==> src/rtl/wb_ram_arbiter_if.sv <==
// Bus bundle between three Wishbone masters (host loader, CPU I-bus, CPU D-bus)
// and the single program-RAM slave port.
//
// Handshake: a master requests by raising cyc and stb (its "valid"). It keeps
// adr/dat/sel/we stable until the beat ends with ack (done) or err (failed),
// which acts as "ready" and is high for exactly the completing cycle. cyc may
// stay high across several beats to keep the bus locked.
//
// The slave modport is the arbiter's view. The master modport is the view of
// the surrounding system, which drives the mN_*_i and s_*_i side.
interface wb_ram_arbiter_if #(
  parameter int AW = 32,
  parameter int DW = 32
);
  logic [AW-1:0]   m0_adr_i, m1_adr_i, m2_adr_i;
  logic [DW-1:0]   m0_dat_i, m1_dat_i, m2_dat_i;
  logic [DW/8-1:0] m0_sel_i, m1_sel_i, m2_sel_i;
  logic            m0_we_i, m1_we_i, m2_we_i;
  logic            m0_cyc_i, m1_cyc_i, m2_cyc_i;
  logic            m0_stb_i, m1_stb_i, m2_stb_i;
  logic [DW-1:0]   m0_dat_o, m1_dat_o, m2_dat_o;
  logic            m0_ack_o, m1_ack_o, m2_ack_o;
  logic            m0_err_o, m1_err_o, m2_err_o;

  logic [AW-1:0]   s_adr_o;
  logic [DW-1:0]   s_dat_o;
  logic [DW/8-1:0] s_sel_o;
  logic            s_we_o, s_cyc_o, s_stb_o;
  logic [2:0]      s_cti_o;
  logic [1:0]      s_bte_o;
  logic [DW-1:0]   s_dat_i;
  logic            s_ack_i, s_err_i;

  modport slave (
    input  m0_adr_i, m0_dat_i, m0_sel_i, m0_we_i, m0_cyc_i, m0_stb_i,
    input  m1_adr_i, m1_dat_i, m1_sel_i, m1_we_i, m1_cyc_i, m1_stb_i,
    input  m2_adr_i, m2_dat_i, m2_sel_i, m2_we_i, m2_cyc_i, m2_stb_i,
    output m0_dat_o, m0_ack_o, m0_err_o,
    output m1_dat_o, m1_ack_o, m1_err_o,
    output m2_dat_o, m2_ack_o, m2_err_o,
    output s_adr_o, s_dat_o, s_sel_o, s_we_o, s_cyc_o, s_stb_o, s_cti_o, s_bte_o,
    input  s_dat_i, s_ack_i, s_err_i
  );

  modport master (
    output m0_adr_i, m0_dat_i, m0_sel_i, m0_we_i, m0_cyc_i, m0_stb_i,
    output m1_adr_i, m1_dat_i, m1_sel_i, m1_we_i, m1_cyc_i, m1_stb_i,
    output m2_adr_i, m2_dat_i, m2_sel_i, m2_we_i, m2_cyc_i, m2_stb_i,
    input  m0_dat_o, m0_ack_o, m0_err_o,
    input  m1_dat_o, m1_ack_o, m1_err_o,
    input  m2_dat_o, m2_ack_o, m2_err_o,
    input  s_adr_o, s_dat_o, s_sel_o, s_we_o, s_cyc_o, s_stb_o, s_cti_o, s_bte_o,
    output s_dat_i, s_ack_i, s_err_i
  );
endinterface

==> src/rtl/wb_ram_arbiter.sv <==
// Program-RAM arbiter: host loader (m0) has absolute priority, the CPU I-bus
// (m1) and D-bus (m2) share round-robin. Ownership lasts while the owner holds
// cyc. A watchdog aborts any beat left unacknowledged for TIMEOUT cycles.
module wb_ram_arbiter #(
  parameter int AW      = 32,
  parameter int DW      = 32,
  parameter int TIMEOUT = 255
) (
  input  logic              clk_i,
  input  logic              rst_i,
  input  logic              load_active_i,
  wb_ram_arbiter_if.slave   bus,
  output logic [1:0]        grant_o,
  output logic              timeout_o,
  output logic [1:0]        state_o
);
  localparam int CW = (TIMEOUT > 0) ? $clog2(TIMEOUT + 1) : 1;
  // Counter value seen on the last tolerated unacked cycle.
  localparam logic [CW-1:0] WD_LAST = CW'((TIMEOUT > 0) ? TIMEOUT - 1 : 0);

  typedef enum logic [1:0] {IDLE = 2'd0, GRANT = 2'd1, ABORT = 2'd2} state_e;

  state_e          state_q, state_d;
  logic [1:0]      grant_q, grant_d;
  logic [1:0]      last_cpu_q, last_cpu_d;
  logic [CW-1:0]   wd_cnt_q, wd_cnt_d;

  logic [AW-1:0]   own_adr;
  logic [DW-1:0]   own_dat;
  logic [DW/8-1:0] own_sel;
  logic            own_we, own_cyc, own_stb;
  logic            in_grant, in_abort;

  // Select the current owner's request signals; nothing when no owner.
  always_comb begin
    own_adr = '0;
    own_dat = '0;
    own_sel = '0;
    own_we  = 1'b0;
    own_cyc = 1'b0;
    own_stb = 1'b0;
    case (grant_q)
      2'd0: begin
        own_adr = bus.m0_adr_i; own_dat = bus.m0_dat_i; own_sel = bus.m0_sel_i;
        own_we  = bus.m0_we_i;  own_cyc = bus.m0_cyc_i; own_stb = bus.m0_stb_i;
      end
      2'd1: begin
        own_adr = bus.m1_adr_i; own_dat = bus.m1_dat_i; own_sel = bus.m1_sel_i;
        own_we  = bus.m1_we_i;  own_cyc = bus.m1_cyc_i; own_stb = bus.m1_stb_i;
      end
      2'd2: begin
        own_adr = bus.m2_adr_i; own_dat = bus.m2_dat_i; own_sel = bus.m2_sel_i;
        own_we  = bus.m2_we_i;  own_cyc = bus.m2_cyc_i; own_stb = bus.m2_stb_i;
      end
      default: ;
    endcase
  end

  // Arbitration, ownership hold and watchdog next-state logic.
  always_comb begin
    state_d    = state_q;
    grant_d    = grant_q;
    last_cpu_d = last_cpu_q;
    wd_cnt_d   = '0;
    case (state_q)
      IDLE: begin
        if (bus.m0_cyc_i) begin
          grant_d = 2'd0;
          state_d = GRANT;
        end else if (!load_active_i && (bus.m1_cyc_i || bus.m2_cyc_i)) begin
          // On a tie the CPU master that did not own the bus last wins.
          if (bus.m1_cyc_i && (!bus.m2_cyc_i || last_cpu_q == 2'd2)) grant_d = 2'd1;
          else                                                       grant_d = 2'd2;
          last_cpu_d = grant_d;
          state_d    = GRANT;
        end
      end
      GRANT: begin
        if (!own_cyc) begin
          state_d = IDLE;
          grant_d = 2'd3;
        end else if (TIMEOUT != 0 && own_stb && !bus.s_ack_i && !bus.s_err_i) begin
          if (wd_cnt_q == WD_LAST) state_d  = ABORT;
          else                     wd_cnt_d = wd_cnt_q + CW'(1);
        end
      end
      ABORT: begin
        state_d = IDLE;
        grant_d = 2'd3;
      end
      default: begin
        state_d = IDLE;
        grant_d = 2'd3;
      end
    endcase
  end

  // State registers with synchronous active-low reset.
  always_ff @(posedge clk_i) begin
    if (!rst_i) begin
      state_q    <= IDLE;
      grant_q    <= 2'd3;
      last_cpu_q <= 2'd2;
      wd_cnt_q   <= '0;
    end else begin
      state_q    <= state_d;
      grant_q    <= grant_d;
      last_cpu_q <= last_cpu_d;
      wd_cnt_q   <= wd_cnt_d;
    end
  end

  assign in_grant = (state_q == GRANT);
  assign in_abort = (state_q == ABORT);

  // Slave side: owner's request; cyc/stb squashed in ABORT and while reset is
  // asserted so an abandoned beat cannot complete.
  assign bus.s_adr_o = own_adr;
  assign bus.s_dat_o = own_dat;
  assign bus.s_sel_o = own_sel;
  assign bus.s_we_o  = own_we;
  assign bus.s_cyc_o = rst_i & in_grant & own_cyc;
  assign bus.s_stb_o = rst_i & in_grant & own_stb;
  assign bus.s_cti_o = 3'b000;
  assign bus.s_bte_o = 2'b00;

  // Master side: only the owner sees slave responses; the watchdog error
  // replaces the slave response during ABORT.
  assign bus.m0_dat_o = (in_grant && grant_q == 2'd0) ? bus.s_dat_i : '0;
  assign bus.m1_dat_o = (in_grant && grant_q == 2'd1) ? bus.s_dat_i : '0;
  assign bus.m2_dat_o = (in_grant && grant_q == 2'd2) ? bus.s_dat_i : '0;
  assign bus.m0_ack_o = rst_i & in_grant & (grant_q == 2'd0) & bus.s_ack_i;
  assign bus.m1_ack_o = rst_i & in_grant & (grant_q == 2'd1) & bus.s_ack_i;
  assign bus.m2_ack_o = rst_i & in_grant & (grant_q == 2'd2) & bus.s_ack_i;
  assign bus.m0_err_o = rst_i & (grant_q == 2'd0) & ((in_grant & bus.s_err_i) | in_abort);
  assign bus.m1_err_o = rst_i & (grant_q == 2'd1) & ((in_grant & bus.s_err_i) | in_abort);
  assign bus.m2_err_o = rst_i & (grant_q == 2'd2) & ((in_grant & bus.s_err_i) | in_abort);

  assign grant_o   = grant_q;
  assign timeout_o = rst_i & in_abort;
  assign state_o   = state_q;
endmodule

==> src/flat_wrapper.sv <==
// flat-port wrapper written by rule: the top's interface ports become plain ports
module wb_ram_arbiter_flat 
#(
  parameter int AW      = 32,
  parameter int DW      = 32,
  parameter int TIMEOUT = 255
)
  (clk_i, rst_i, load_active_i, grant_o, timeout_o, state_o, bus_m0_adr_i, bus_m0_dat_i, bus_m0_sel_i, bus_m0_we_i, bus_m0_cyc_i, bus_m0_stb_i, bus_m1_adr_i, bus_m1_dat_i, bus_m1_sel_i, bus_m1_we_i, bus_m1_cyc_i, bus_m1_stb_i, bus_m2_adr_i, bus_m2_dat_i, bus_m2_sel_i, bus_m2_we_i, bus_m2_cyc_i, bus_m2_stb_i, bus_m0_dat_o, bus_m0_ack_o, bus_m0_err_o, bus_m1_dat_o, bus_m1_ack_o, bus_m1_err_o, bus_m2_dat_o, bus_m2_ack_o, bus_m2_err_o, bus_s_adr_o, bus_s_dat_o, bus_s_sel_o, bus_s_we_o, bus_s_cyc_o, bus_s_stb_o, bus_s_cti_o, bus_s_bte_o, bus_s_dat_i, bus_s_ack_i, bus_s_err_i);
  wb_ram_arbiter_if #(.AW(AW), .DW(DW)) bus_i ();
  input  logic clk_i;
  input  logic rst_i;
  input  logic load_active_i;
  output logic [1:0] grant_o;
  output logic timeout_o;
  output logic [1:0] state_o;
  input wire logic [$bits(bus_i.m0_adr_i)-1:0] bus_m0_adr_i;
  input wire logic [$bits(bus_i.m0_dat_i)-1:0] bus_m0_dat_i;
  input wire logic [$bits(bus_i.m0_sel_i)-1:0] bus_m0_sel_i;
  input wire logic [$bits(bus_i.m0_we_i)-1:0] bus_m0_we_i;
  input wire logic [$bits(bus_i.m0_cyc_i)-1:0] bus_m0_cyc_i;
  input wire logic [$bits(bus_i.m0_stb_i)-1:0] bus_m0_stb_i;
  input wire logic [$bits(bus_i.m1_adr_i)-1:0] bus_m1_adr_i;
  input wire logic [$bits(bus_i.m1_dat_i)-1:0] bus_m1_dat_i;
  input wire logic [$bits(bus_i.m1_sel_i)-1:0] bus_m1_sel_i;
  input wire logic [$bits(bus_i.m1_we_i)-1:0] bus_m1_we_i;
  input wire logic [$bits(bus_i.m1_cyc_i)-1:0] bus_m1_cyc_i;
  input wire logic [$bits(bus_i.m1_stb_i)-1:0] bus_m1_stb_i;
  input wire logic [$bits(bus_i.m2_adr_i)-1:0] bus_m2_adr_i;
  input wire logic [$bits(bus_i.m2_dat_i)-1:0] bus_m2_dat_i;
  input wire logic [$bits(bus_i.m2_sel_i)-1:0] bus_m2_sel_i;
  input wire logic [$bits(bus_i.m2_we_i)-1:0] bus_m2_we_i;
  input wire logic [$bits(bus_i.m2_cyc_i)-1:0] bus_m2_cyc_i;
  input wire logic [$bits(bus_i.m2_stb_i)-1:0] bus_m2_stb_i;
  output wire logic [$bits(bus_i.m0_dat_o)-1:0] bus_m0_dat_o;
  output wire logic [$bits(bus_i.m0_ack_o)-1:0] bus_m0_ack_o;
  output wire logic [$bits(bus_i.m0_err_o)-1:0] bus_m0_err_o;
  output wire logic [$bits(bus_i.m1_dat_o)-1:0] bus_m1_dat_o;
  output wire logic [$bits(bus_i.m1_ack_o)-1:0] bus_m1_ack_o;
  output wire logic [$bits(bus_i.m1_err_o)-1:0] bus_m1_err_o;
  output wire logic [$bits(bus_i.m2_dat_o)-1:0] bus_m2_dat_o;
  output wire logic [$bits(bus_i.m2_ack_o)-1:0] bus_m2_ack_o;
  output wire logic [$bits(bus_i.m2_err_o)-1:0] bus_m2_err_o;
  output wire logic [$bits(bus_i.s_adr_o)-1:0] bus_s_adr_o;
  output wire logic [$bits(bus_i.s_dat_o)-1:0] bus_s_dat_o;
  output wire logic [$bits(bus_i.s_sel_o)-1:0] bus_s_sel_o;
  output wire logic [$bits(bus_i.s_we_o)-1:0] bus_s_we_o;
  output wire logic [$bits(bus_i.s_cyc_o)-1:0] bus_s_cyc_o;
  output wire logic [$bits(bus_i.s_stb_o)-1:0] bus_s_stb_o;
  output wire logic [$bits(bus_i.s_cti_o)-1:0] bus_s_cti_o;
  output wire logic [$bits(bus_i.s_bte_o)-1:0] bus_s_bte_o;
  input wire logic [$bits(bus_i.s_dat_i)-1:0] bus_s_dat_i;
  input wire logic [$bits(bus_i.s_ack_i)-1:0] bus_s_ack_i;
  input wire logic [$bits(bus_i.s_err_i)-1:0] bus_s_err_i;
  assign bus_i.m0_adr_i = bus_m0_adr_i;
  assign bus_i.m0_dat_i = bus_m0_dat_i;
  assign bus_i.m0_sel_i = bus_m0_sel_i;
  assign bus_i.m0_we_i = bus_m0_we_i;
  assign bus_i.m0_cyc_i = bus_m0_cyc_i;
  assign bus_i.m0_stb_i = bus_m0_stb_i;
  assign bus_i.m1_adr_i = bus_m1_adr_i;
  assign bus_i.m1_dat_i = bus_m1_dat_i;
  assign bus_i.m1_sel_i = bus_m1_sel_i;
  assign bus_i.m1_we_i = bus_m1_we_i;
  assign bus_i.m1_cyc_i = bus_m1_cyc_i;
  assign bus_i.m1_stb_i = bus_m1_stb_i;
  assign bus_i.m2_adr_i = bus_m2_adr_i;
  assign bus_i.m2_dat_i = bus_m2_dat_i;
  assign bus_i.m2_sel_i = bus_m2_sel_i;
  assign bus_i.m2_we_i = bus_m2_we_i;
  assign bus_i.m2_cyc_i = bus_m2_cyc_i;
  assign bus_i.m2_stb_i = bus_m2_stb_i;
  assign bus_m0_dat_o = bus_i.m0_dat_o;
  assign bus_m0_ack_o = bus_i.m0_ack_o;
  assign bus_m0_err_o = bus_i.m0_err_o;
  assign bus_m1_dat_o = bus_i.m1_dat_o;
  assign bus_m1_ack_o = bus_i.m1_ack_o;
  assign bus_m1_err_o = bus_i.m1_err_o;
  assign bus_m2_dat_o = bus_i.m2_dat_o;
  assign bus_m2_ack_o = bus_i.m2_ack_o;
  assign bus_m2_err_o = bus_i.m2_err_o;
  assign bus_s_adr_o = bus_i.s_adr_o;
  assign bus_s_dat_o = bus_i.s_dat_o;
  assign bus_s_sel_o = bus_i.s_sel_o;
  assign bus_s_we_o = bus_i.s_we_o;
  assign bus_s_cyc_o = bus_i.s_cyc_o;
  assign bus_s_stb_o = bus_i.s_stb_o;
  assign bus_s_cti_o = bus_i.s_cti_o;
  assign bus_s_bte_o = bus_i.s_bte_o;
  assign bus_i.s_dat_i = bus_s_dat_i;
  assign bus_i.s_ack_i = bus_s_ack_i;
  assign bus_i.s_err_i = bus_s_err_i;
  wb_ram_arbiter #(.AW(AW), .DW(DW), .TIMEOUT(TIMEOUT)) u_core (.clk_i(clk_i), .rst_i(rst_i), .load_active_i(load_active_i), .bus(bus_i), .grant_o(grant_o), .timeout_o(timeout_o), .state_o(state_o));
endmodule
==> config.mk <==
export PLATFORM = sky130hd
export DESIGN_NAME = wb_ram_arbiter_flat
export DESIGN_NICKNAME = d
export VERILOG_FILES = /design/src/rtl/wb_ram_arbiter_if.sv /design/src/rtl/wb_ram_arbiter.sv /design/src/flat_wrapper.sv
export SDC_FILE = /design/constraint.sdc
export NUM_CORES = 1
export LEC_CHECK = 0
export BUFFER_PORTS_ARGS = -buffer_cell sky130_fd_sc_hd__buf_2
export CAP_MARGIN = 40
export CORE_AREA = 5 5 166 168
export CTS_BUF_LIST = sky130_fd_sc_hd__clkbuf_8
export DETAILED_ROUTE_END_ITERATION = 6
export DIE_AREA = 0 0 171 173
export PLACE_DENSITY = 0.47
export SYNTH_ARGS = -nofsm -noshare
export SYNTH_HDL_FRONTEND = slang
export SYNTH_SLANG_ARGS = --single-unit
==> constraint.sdc <==
create_clock -name clk_i -period 2.7 [get_ports clk_i]
set_input_delay 0.675 -clock clk_i [delete_from_list [all_inputs] [get_ports clk_i]]
set_output_delay 0.675 -clock clk_i [all_outputs]
set_load 0.03 [all_outputs]
Yosys cells after proc, flatten, opt, wreduce, memory -nomap -nowiden

Cells that the tools add are included.
Widths: inputs -> output; s select.

Register bits: 14
Input port bits: 250
Output and inout bits: 183
Logic and storage cells: 77

$add $sub $neg: 1
Eq/ne operators: 10
Muxes and demuxes: 20
Bitwise logic cells: 23
Reduce and logical (&&, ||, !) cells: 19

Operators with widths:

| kind                | number |
|---|---|
| $pmux 32 s3         | 2 |
| $mux 32             | 3 |
| $mux 2              | 9 |
| $and 1x1->1         | 17 |
| $pmux 4 s3          | 1 |
| $pmux 1 s3          | 3 |
| $add 8x1->8 const B | 1 |
| $eq 8x8->1 const B  | 1 |
| $pmux 2 s2          | 2 |
| $logic_and 1x1->1   | 7 |
| $eq 2x2->1 const B  | 3 |
| $ne 3x3->1 const B  | 2 |
| $reduce_and 3->1    | 2 |
| $not 1->1           | 5 |
| $reduce_or 5->1     | 1 |
| $eq 2x1->1 const B  | 2 |
| $logic_not 1->1     | 4 |
| $logic_not 2->1     | 2 |
| $ne 3x2->1 const B  | 1 |
| $logic_or 1x1->1    | 2 |
| $ne 2x2->1 const B  | 1 |
| $reduce_and 2->1    | 1 |
| $or 1x1->1          | 1 |

Longest topological paths before layout

Gate-level depths: netlist of run 1.

Word-level depth: 7
Gate-level depth with buffers: 6
Depth with buffers taken out: 5

Least setup slack after synthesis of run 1

OpenSTA, ideal clock, no wires.

Kind: register -> output
Start point: register u_core.grant_q[0] (netlist: u_core.grant_o[0])
End point: output port bus_s_adr_o[0]
Arrival: 1.942 ns
Data required time: 2.025 ns
Slack: 0.083 ns
Cell stages (with the launch flop): 6
Path buffers: 3
Cell sequence: dfxtp_1 buf_2 buf_2 buf_2 mux2i_1 o21ai_0

Longest elaborated chain between the ends: 2

Ends and longest elaborated chain:

| what                               | line                  | RTL |
|---|---|---|
| start: declaration                 | wb_ram_arbiter.sv:24  | `logic [1:0] grant_q, grant_d;` |
| start signal: assignment           | wb_ram_arbiter.sv:107 | `grant_q <= grant_d;` |
| $eq 2x2->1 (tied with other cells) | wb_ram_arbiter.sv:42  | `case (grant_q)` |
| $pmux 32 s3 (*)                    | wb_ram_arbiter.sv:42  |  |
| end: declaration                   | flat_wrapper.sv:43    | `output wire logic [$bits(bus_i.s_adr_o)-1:0] bus_s_adr_o;` |

Every way passes the cells marked *; elsewhere a longest branch is shown, timed or not.

Final worst setup path of run 1

Start point: register u_core.state_q[0] (netlist: u_core.state_o[0])
End point: output port bus_m1_ack_o

Longest elaborated chain between the ends: 4

Ends and longest elaborated chain:

| what                      | line                  | RTL |
|---|---|---|
| start: declaration        | wb_ram_arbiter.sv:23  | `state_e state_q, state_d;` |
| start signal: assignment  | wb_ram_arbiter.sv:106 | `state_q <= state_d;` |
| $eq 2x1->1                | wb_ram_arbiter.sv:113 | `assign in_grant = (state_q == GRANT);` |
| $and 1x1->1 (3 in series) | wb_ram_arbiter.sv:133 | `assign bus.m1_ack_o = rst_i & in_grant & (grant_q == 2'd1) & bus.s_ack_i;` |
| end: declaration          | flat_wrapper.sv:38    | `output wire logic [$bits(bus_i.m1_ack_o)-1:0] bus_m1_ack_o;` |

Every way passes these cells.

==> metrics.cfg, run 1 <==
[outcome]
status=finished, final reports clean

[floorplanning]
area_enclosed_by_the_die_boundary_um2=29600
fp-row-count=59
initial_utilization_pct=11.2
dieHeight_um=173
top_level_ports=433
floorplan_core_area_um2=25800
chipWidth_um=171

[worst_setup_path]
setup_slack_on_the_worst_flop_to_flop_path_ns=1.08
worst_r2r_path_depth=6
cp_data_arrival_time_ns=1.87
slowest_cell_on_crit_path=sky130_fd_sc_hd__dfxtp_1
critical_path.max_stage_delay_ns=0.44
timing.rr.end=u_core.wd_cnt_q[2]
worstPathCellList=or2b_1 -> nor2_1 -> buf_4 -> and3_1 -> buf_2
critical_path_required_ns=2.03
path_max_fanout=33
timing.critical_path.max_delay_family=simple AND/OR/NAND/NOR gates
setup.worst_path.start_class=flop
criticalPathCategory=reg -> out
worstSetupEndpointType=primary output
critical_path_buf_inv_count=2
worstReg2RegStart=u_core.grant_o[0]

[routing]
ant_nets=0
remaining_routing_drc_violations=0
vias=4533
drt-pass1-iter-count=4
routedWlPerCell_um=16.2
routed_wl_um=19300
drt_first_iter_violations=126
detail_route.vias_per_cell=3.81

[yosys]
synth_top_cell_area_share_pct=24.7
netlist.top_cell.by_area=sky130_fd_sc_hd__mux2i_1
ys_seq_elements=14
synth_enable_flop_cells=0
synthFlopType=sky130_fd_sc_hd__dfxtp_1
number_of_instances_in_the_synthesized_netlist=440
cell_with_the_most_instances_after_synthesis=sky130_fd_sc_hd__and2_1
post_synthesis_cell_area_um2=2880
post_synth.cell_area_avg_um2=6.55
share_of_synthesized_registers_carrying_an_async_set_or_reset_pct=0
ys_top_cells_by_area=sky130_fd_sc_hd__mux2i_1 25%, sky130_fd_sc_hd__and2_1 21%, sky130_fd_sc_hd__o21ai_0 13%
synth.yosys.seq_area_share_pct=9.73
top_cell_types_by_occurrence_after_synthesis=97 x sky130_fd_sc_hd__and2_1, 73 x sky130_fd_sc_hd__nand2_1, 72 x sky130_fd_sc_hd__o21ai_0, 71 x sky130_fd_sc_hd__mux2i_1, 25 x sky130_fd_sc_hd__clkbuf_1
synth.distinct_cells=38
yosys_warnings=0

[finish]
antenna_diode_count=0
multi_input_area_um2=2430
fraction_of_final_layout_cells_with_drive_strength_greater_than_1_pct=53.6
fillers=2999
num-nets-final=1108
post-route-util_pct=21.6
layout-area-overhead-vs-synth_pct=92.7
post_layout_nonfiller_instances=1190
ff_latch_area_um2=285

[clocking]
clock_insertion_delay_worst_skew_ns=0.24
worst_setup_hold_path_clk_slew_ns=0.06
cts-root-buf=sky130_fd_sc_hd__clkbuf_8
clock_tree_from_tritoncts=yes
cts-buffers-inserted=3
cts.sinks=14
cts.htree.levels=1
cts_max_path_buffers=2

[placement]
io_buffer_count=427
dp_hpwl_um=16700
place_inst=1182
globalplace.congestion=0.837

[power]
power.leakage_nw=3.42
vdd_drop_max_uv=240
power_density_nw_per_um2=310

[sta]
timing_hold_violations_final=0
fin_skew_ns=0.00447
setup_viol=0
timing.final.max_slew_violations=0
grt_setup_unrepaired=no
fin_crit_ns=2.55
final_setup_tns_ns=0
maxClockFrequency_mhz=392
timing.final.crit_share_pct=94.4

[global_routing]
grt_first_pass_wirelength_um=27300
first_global_vias=4491
grt_max_degree=70
grt_antenna_before_repair=2
sum_of_overflow_across_all_layers_after_global_routing=0
global_route.usage.total_pct=11.6

[flow_run]
drv_cap=0

[hold_path]
min_delay_worst_endpoint=u_core.wd_cnt_q[0]
min-delay-path-class=reg -> reg
whs_path_depth=1
hold_path_startpoint=u_core.wd_cnt_q[0]

[worst reg2reg max path: cells and delay by family, from the launching register on]
| kind | cells | cell delay [ns] |
|---|---|---|
| flops | 1 | 0.44 |
| buf+inv | 2 | 0.39 |
| simple gates | 2 | 0.34 |
| compound gates | 1 | 0.29 |
| mux | 1 | 0.08 |
[timing repair]
item | 4_1_cts | 5_1_grt
hold buffers | 0 | 0
gates resized for setup | 1 | 2
buffers inserted | 0 | 4
endpoints found under the setup margin | 1 | 3
pin swaps | 0 | 0
[layer usage]
layer	wire [µm]	GRT usage (%)	vias to the layer above
li1	-	-	2308
met1	7640	13.9	2024
met2	9920	22.0	179
met3	1450	1.67	18
met4	228	1.45	4
met5	34	0	-
[worst max path at each step]
stage | startpoint | end | slack (ns) | cells past startpoint
6_report | u_core.state_o[0] | bus_m1_ack_o | 0.15 | 5
5_1_grt | u_core.state_o[0] | bus_m1_ack_o | 0.003 | 5
4_1_cts | u_core.grant_o[0] | bus_s_adr_o[6] | 0.03 | 4
3_5_place_dp | u_core.grant_o[0] | bus_s_dat_o[22] | 0.23 | 4
3_3_place_gp | u_core.grant_o[0] | bus_s_dat_o[22] | 0.22 | 4
2_1_floorplan | u_core.grant_o[0] | bus_s_adr_o[0] | 0.08 | 5
[cell type report]
| type | instances | share of cell area, % |
|---|---|---|
| Tap cell | 335 | 7.55 |
| Sequential cell | 14 | 5.14 |
| Multi-Input combinational cell | 386 | 43.8 |
| Clock buffer | 4 | 0.991 |
| Timing Repair Buffer | 447 | 42.2 |
| Inverter | 4 | 0.270 |
[stage by stage]
stage / total power, W / setup slack [ns] / area [µm²] / hold slack, ns
floorplan: 0.000988 / 0.0833 / 2900 / 0.480
CTS: 0.00174 / 0.0253 / 5510 / 0.515
global route: 0.00184 / 0.00322 / 5550 / 0.555
finish: 0.00172 / 0.152 / 5550 / 0.512
global placement: 0.00153 / 0.223 / 5450 / 0.500
detailed placement: 0.00153 / 0.230 / 5450 / 0.497
[placed cells by master, fill, tap and decap left out, types with 2 or more instances in the layout]
| cell type | Yosys | routed |
|---|---|---|
| sky130_fd_sc_hd__nand3_1 | 4 | 4 |
| sky130_fd_sc_hd__and3_1 | 5 | 5 |
| sky130_fd_sc_hd__a21boi_0 | 2 | 2 |
| sky130_fd_sc_hd__ha_1 | 2 | 2 |
| sky130_fd_sc_hd__xnor2_1 | 3 | 3 |
| sky130_fd_sc_hd__inv_1 | 4 | 4 |
| sky130_fd_sc_hd__a21oi_1 | 2 | 2 |
| sky130_fd_sc_hd__conb_1 | 1 | 5 |
| sky130_fd_sc_hd__clkbuf_8 | 0 | 4 |
| sky130_fd_sc_hd__and4_1 | 2 | 2 |
| sky130_fd_sc_hd__buf_2 | 10 | 427 |
| sky130_fd_sc_hd__o21ai_0 | 72 | 72 |
| sky130_fd_sc_hd__a2bb2oi_1 | 2 | 2 |
| sky130_fd_sc_hd__and2_1 | 97 | 97 |
| sky130_fd_sc_hd__mux2i_1 | 71 | 69 |
| sky130_fd_sc_hd__xor2_1 | 3 | 3 |
| sky130_fd_sc_hd__nand4_1 | 2 | 2 |
| sky130_fd_sc_hd__nor2_1 | 10 | 10 |
| sky130_fd_sc_hd__dfxtp_1 | 14 | 12 |
| sky130_fd_sc_hd__mux2i_2 | 0 | 2 |
| sky130_fd_sc_hd__nand2_1 | 73 | 73 |
| sky130_fd_sc_hd__buf_4 | 5 | 16 |
| sky130_fd_sc_hd__buf_12 | 0 | 3 |
| sky130_fd_sc_hd__nor3_1 | 11 | 11 |
| sky130_fd_sc_hd__nor2b_1 | 3 | 2 |
| sky130_fd_sc_hd__nand2b_1 | 3 | 3 |
[sequential cells by signal (all words and copies together), names as in the netlist]
| register | flops |
|---|---|
| u_core.grant_o | 2 |
| u_core.state_o | 2 |
| u_core.wd_cnt_q | 8 |
| u_core.last_cpu_q | 2 |
[report_power, final]
part | total, W | internal (W) | switching, W | leakage, nW
logic | 0.00129 | 0.000468 | 0.000823 | 3.28
registers | 0.000231 | 0.000214 | 0.0000170 | 0.114
clock network | 0.000200 | 0.000129 | 0.0000708 | 0.0288
total | 0.00172 | 0.000811 | 0.000911 | 3.42
[kinds of logic (layout without fill, tap and decap cells)]
logic type	count (synthesis)	after routing	share of synthesized area, %
AO/OA/AOI/OAI	85	85	16.0
XOR/XNOR	6	6	1.82
adder cells (fa/ha/maj)	2	2	0.868
buffers and inverters	44	455	6.82
flip-flops	14	14	9.73
multiplexers	71	71	24.7
other	1	5	0.130
AND/OR/NAND/NOR	217	217	39.9
Note: power is estimated with default switching activity, not from simulation.
==> run 2, diff against run 1 <==
--- a/config.mk
+++ b/config.mk
@@ -7,11 +7,11 @@
 export LEC_CHECK = 0
 export BUFFER_PORTS_ARGS = -buffer_cell sky130_fd_sc_hd__buf_2
 export CAP_MARGIN = 40
-export CORE_AREA = 5 5 166 168
+export CORE_AREA = 2 2 167 169
 export CTS_BUF_LIST = sky130_fd_sc_hd__clkbuf_8
 export DETAILED_ROUTE_END_ITERATION = 6
-export DIE_AREA = 0 0 171 173
-export PLACE_DENSITY = 0.47
+export DIE_AREA = 0 0 169 171
+export PLACE_DENSITY = 0.46
 export SYNTH_ARGS = -nofsm -noshare
 export SYNTH_HDL_FRONTEND = slang
 export SYNTH_SLANG_ARGS = --single-unit
==> run 2 against run 1 <==
Against the previous run:
- wire length fell by 14%
- register-to-register slack gained 0.03 ns
- first-iteration DRC count increased by 50%
- count of clock-buffer cells in the layout did not move
- setup slack worse by 0.057 ns
- largest power group unchanged
==> metrics.cfg, run 2 (synthesized netlist as in run 1, its figures left out) <==
[placement]
dp_hpwl_um=14200  ; -15%
io_buffer_count=427  ; unchanged
globalplace.congestion=0.821  ; -1.9%
detailedPlace.worstSlack_ns=0.258  ; +0.0281 ns
dpl-instance-area_um2=5510  ; +0.99%

[worst_setup_path]
slowest_cell_on_crit_path=sky130_fd_sc_hd__dfxtp_4
worst_r2r_path_depth=6  ; unchanged
cp_data_arrival_time_ns=1.93  ; +0.06 ns
worstPathCellList=buf_12 -> buf_12 -> mux2i_1 -> o21ai_0 -> buf_2
critical-path-top-cell-by-count=sky130_fd_sc_hd__buf_12
criticalPathCategory=reg -> out
worstSetupEndpointType=primary output
critical_path_required_ns=2.03  ; about the same
critical_path.max_stage_delay_ns=0.49  ; +0.05 ns
setup_slack_on_the_worst_flop_to_flop_path_ns=1.11  ; +0.03 ns
timing.rr.end=u_core.wd_cnt_q[4]
path_max_fanout=34  ; +3.0%
worstReg2RegStart=u_core.grant_o[1]
setup.worst_path.start_class=flop

[clocking]
clock_insertion_delay_worst_skew_ns=0.25  ; about the same
cts-root-buf=sky130_fd_sc_hd__clkbuf_8
cts_setup_buffers=0  ; unchanged
cts-buffers-inserted=3  ; unchanged
worst_setup_hold_path_clk_slew_ns=0.06  ; about the same
cts.sinks=14  ; unchanged
cts_max_path_buffers=2  ; unchanged
clock_tree_from_tritoncts=yes
cts.htree.levels=1  ; unchanged

[finish]
fraction_of_final_layout_cells_with_drive_strength_greater_than_1_pct=53.3  ; -0.23 points
ff_latch_area_um2=285  ; unchanged
layout.cells.most_common=sky130_fd_sc_hd__buf_2
fin_area_um2=5570  ; +0.23%
num-nets-final=1106  ; -0.18%
antenna_diode_count=0  ; unchanged
post-route-util_pct=20.4  ; -1.2 points
number_of_flip_flops_in_the_largest_register=8  ; unchanged
top_register=u_core.wd_cnt_q
multi_input_area_um2=2430  ; -0.15%
fillers=3158  ; +5.3%
final_cell_mix=427 x sky130_fd_sc_hd__buf_2, 97 x sky130_fd_sc_hd__and2_1, 73 x sky130_fd_sc_hd__nand2_1
layout-area-overhead-vs-synth_pct=93.2

[global_routing]
global_route.usage.total_pct=9.76  ; -1.8 points
grt_first_pass_wirelength_um=22400  ; -18%
first_global_vias=3863  ; -14%
sum_of_overflow_across_all_layers_after_global_routing=0  ; unchanged
grt_max_degree=64  ; -8.6%
grt_antenna_before_repair=0  ; -2

[sta]
timing.final.crit_share_pct=96.5  ; +2.1 points
fin_crit_ns=2.60  ; +0.0567 ns
maxClockFrequency_mhz=384  ; -2.2%
timing_hold_violations_final=0  ; unchanged
fin_skew_ns=0.00264  ; -0.00183 ns
final.setup.worst_slack_ns=0.0950  ; -0.0567 ns
setup_viol=0  ; unchanged
final_setup_tns_ns=0  ; unchanged
timing.final.max_slew_violations=0  ; unchanged
grt_setup_unrepaired=no

[power]
vdd_drop_max_uv=238  ; -1.1%
power.leakage_nw=3.42  ; about the same
power_density_nw_per_um2=309  ; -0.41%

[hold_path]
whs_path_depth=1  ; unchanged
min_delay_worst_endpoint=u_core.wd_cnt_q[0]
min-delay-path-class=reg -> reg
hold_path_startpoint=u_core.wd_cnt_q[0]

[floorplanning]
initial_utilization_pct=10.5  ; -0.64 points
fp-row-count=61  ; +3.4%
top_level_ports=433  ; unchanged
chipWidth_um=169  ; -1.2%
floorplan_core_area_um2=27300  ; +6.1%
dieHeight_um=171  ; -1.2%
area_enclosed_by_the_die_boundary_um2=28900  ; -2.3%

[routing]
drt-pass1-iter-count=4  ; unchanged
drt_first_iter_violations=189  ; +50%
remaining_routing_drc_violations=0  ; unchanged
vias=4485  ; -1.1%
ant_nets=0  ; unchanged
routed_wl_um=16700  ; -14%
detail_route.vias_per_cell=3.74  ; -1.8%
routedWlPerCell_um=13.9  ; -14%

[outcome]
status=finished, final reports clean

[flow_run]
drv_cap=0  ; unchanged

==> run 2: changes by cell type in the layout (fill, tap and decap cells not counted) <==
| cell | delta |
|---|---|
| sky130_fd_sc_hd__buf_12 | +3 |
| sky130_fd_sc_hd__buf_16 | -1 |
| sky130_fd_sc_hd__mux2i_2 | -1 |
| sky130_fd_sc_hd__mux2i_1 | +1 |
| sky130_fd_sc_hd__buf_4 | -4 |
==> run 2: routing by layer <==
metal	vias up	wire [µm]	GRT usage, %
met4	0	74	0.632
li1	2304	-	-
met2	188	8040	16.8
met1	1987	7390	13.5
met5	-	0	0
met3	6	1160	1.39
==> run 2: metrics by stage <==
step / hold slack (ns) / std cells / total power (W)
floorplan: 0.480 / 444 / 0.000988
global placement: 0.505 / 1195 / 0.00153
detailed placement: 0.508 / 1195 / 0.00153
CTS: 0.519 / 1199 / 0.00174
global route: 0.552 / 1199 / 0.00183
finish: 0.517 / 1199 / 0.00172
==> run 2: area by class of cell <==
cell class                      count  area share [%]
Inverter                            4           0.270
Sequential cell                    14            5.12
Timing Repair Buffer              445            42.2
Tap cell                          346            7.78
Multi-Input combinational cell    386            43.7
Clock buffer                        4           0.989
==> run 2: power by group <==
group | internal, W | switching [W]
Combinational | 0.000466 | 0.000814
Clock | 0.000129 | 0.0000767
Sequential | 0.000214 | 0.0000188
Total | 0.000809 | 0.000910
==> run 2: repair_timing <==
item	4_1_cts	5_1_grt
endpoints found under the setup margin	1	0
gates resized for setup	1	0
hold buffers	0	0
==> run 2: how the worst max path moves through the flow <==
stage | from | end | slack (ns) | cells past startpoint
floorplan | u_core.grant_o[0] | bus_s_adr_o[0] | 0.08 | 5
global placement | u_core.grant_o[0] | bus_s_dat_o[28] | 0.26 | 5
detailed placement | u_core.grant_o[0] | bus_s_dat_o[28] | 0.26 | 5
CTS | u_core.grant_o[0] | bus_s_adr_o[30] | 0.03 | 5
global route | u_core.grant_o[1] | bus_s_dat_o[10] | 0.006 | 6
finish | u_core.grant_o[0] | bus_s_adr_o[3] | 0.1 | 5
==> run 2: worst max-delay path: cells and delay by family, from the launching register on <==
| kind | cells | cell delay, ns |
|---|---|---|
| AO/OA/AOI/OAI | 1 | 0.25 |
| buffers and inverters | 3 | 0.76 |
| multiplexers | 1 | 0.10 |
| flip-flops | 1 | 0.49 |
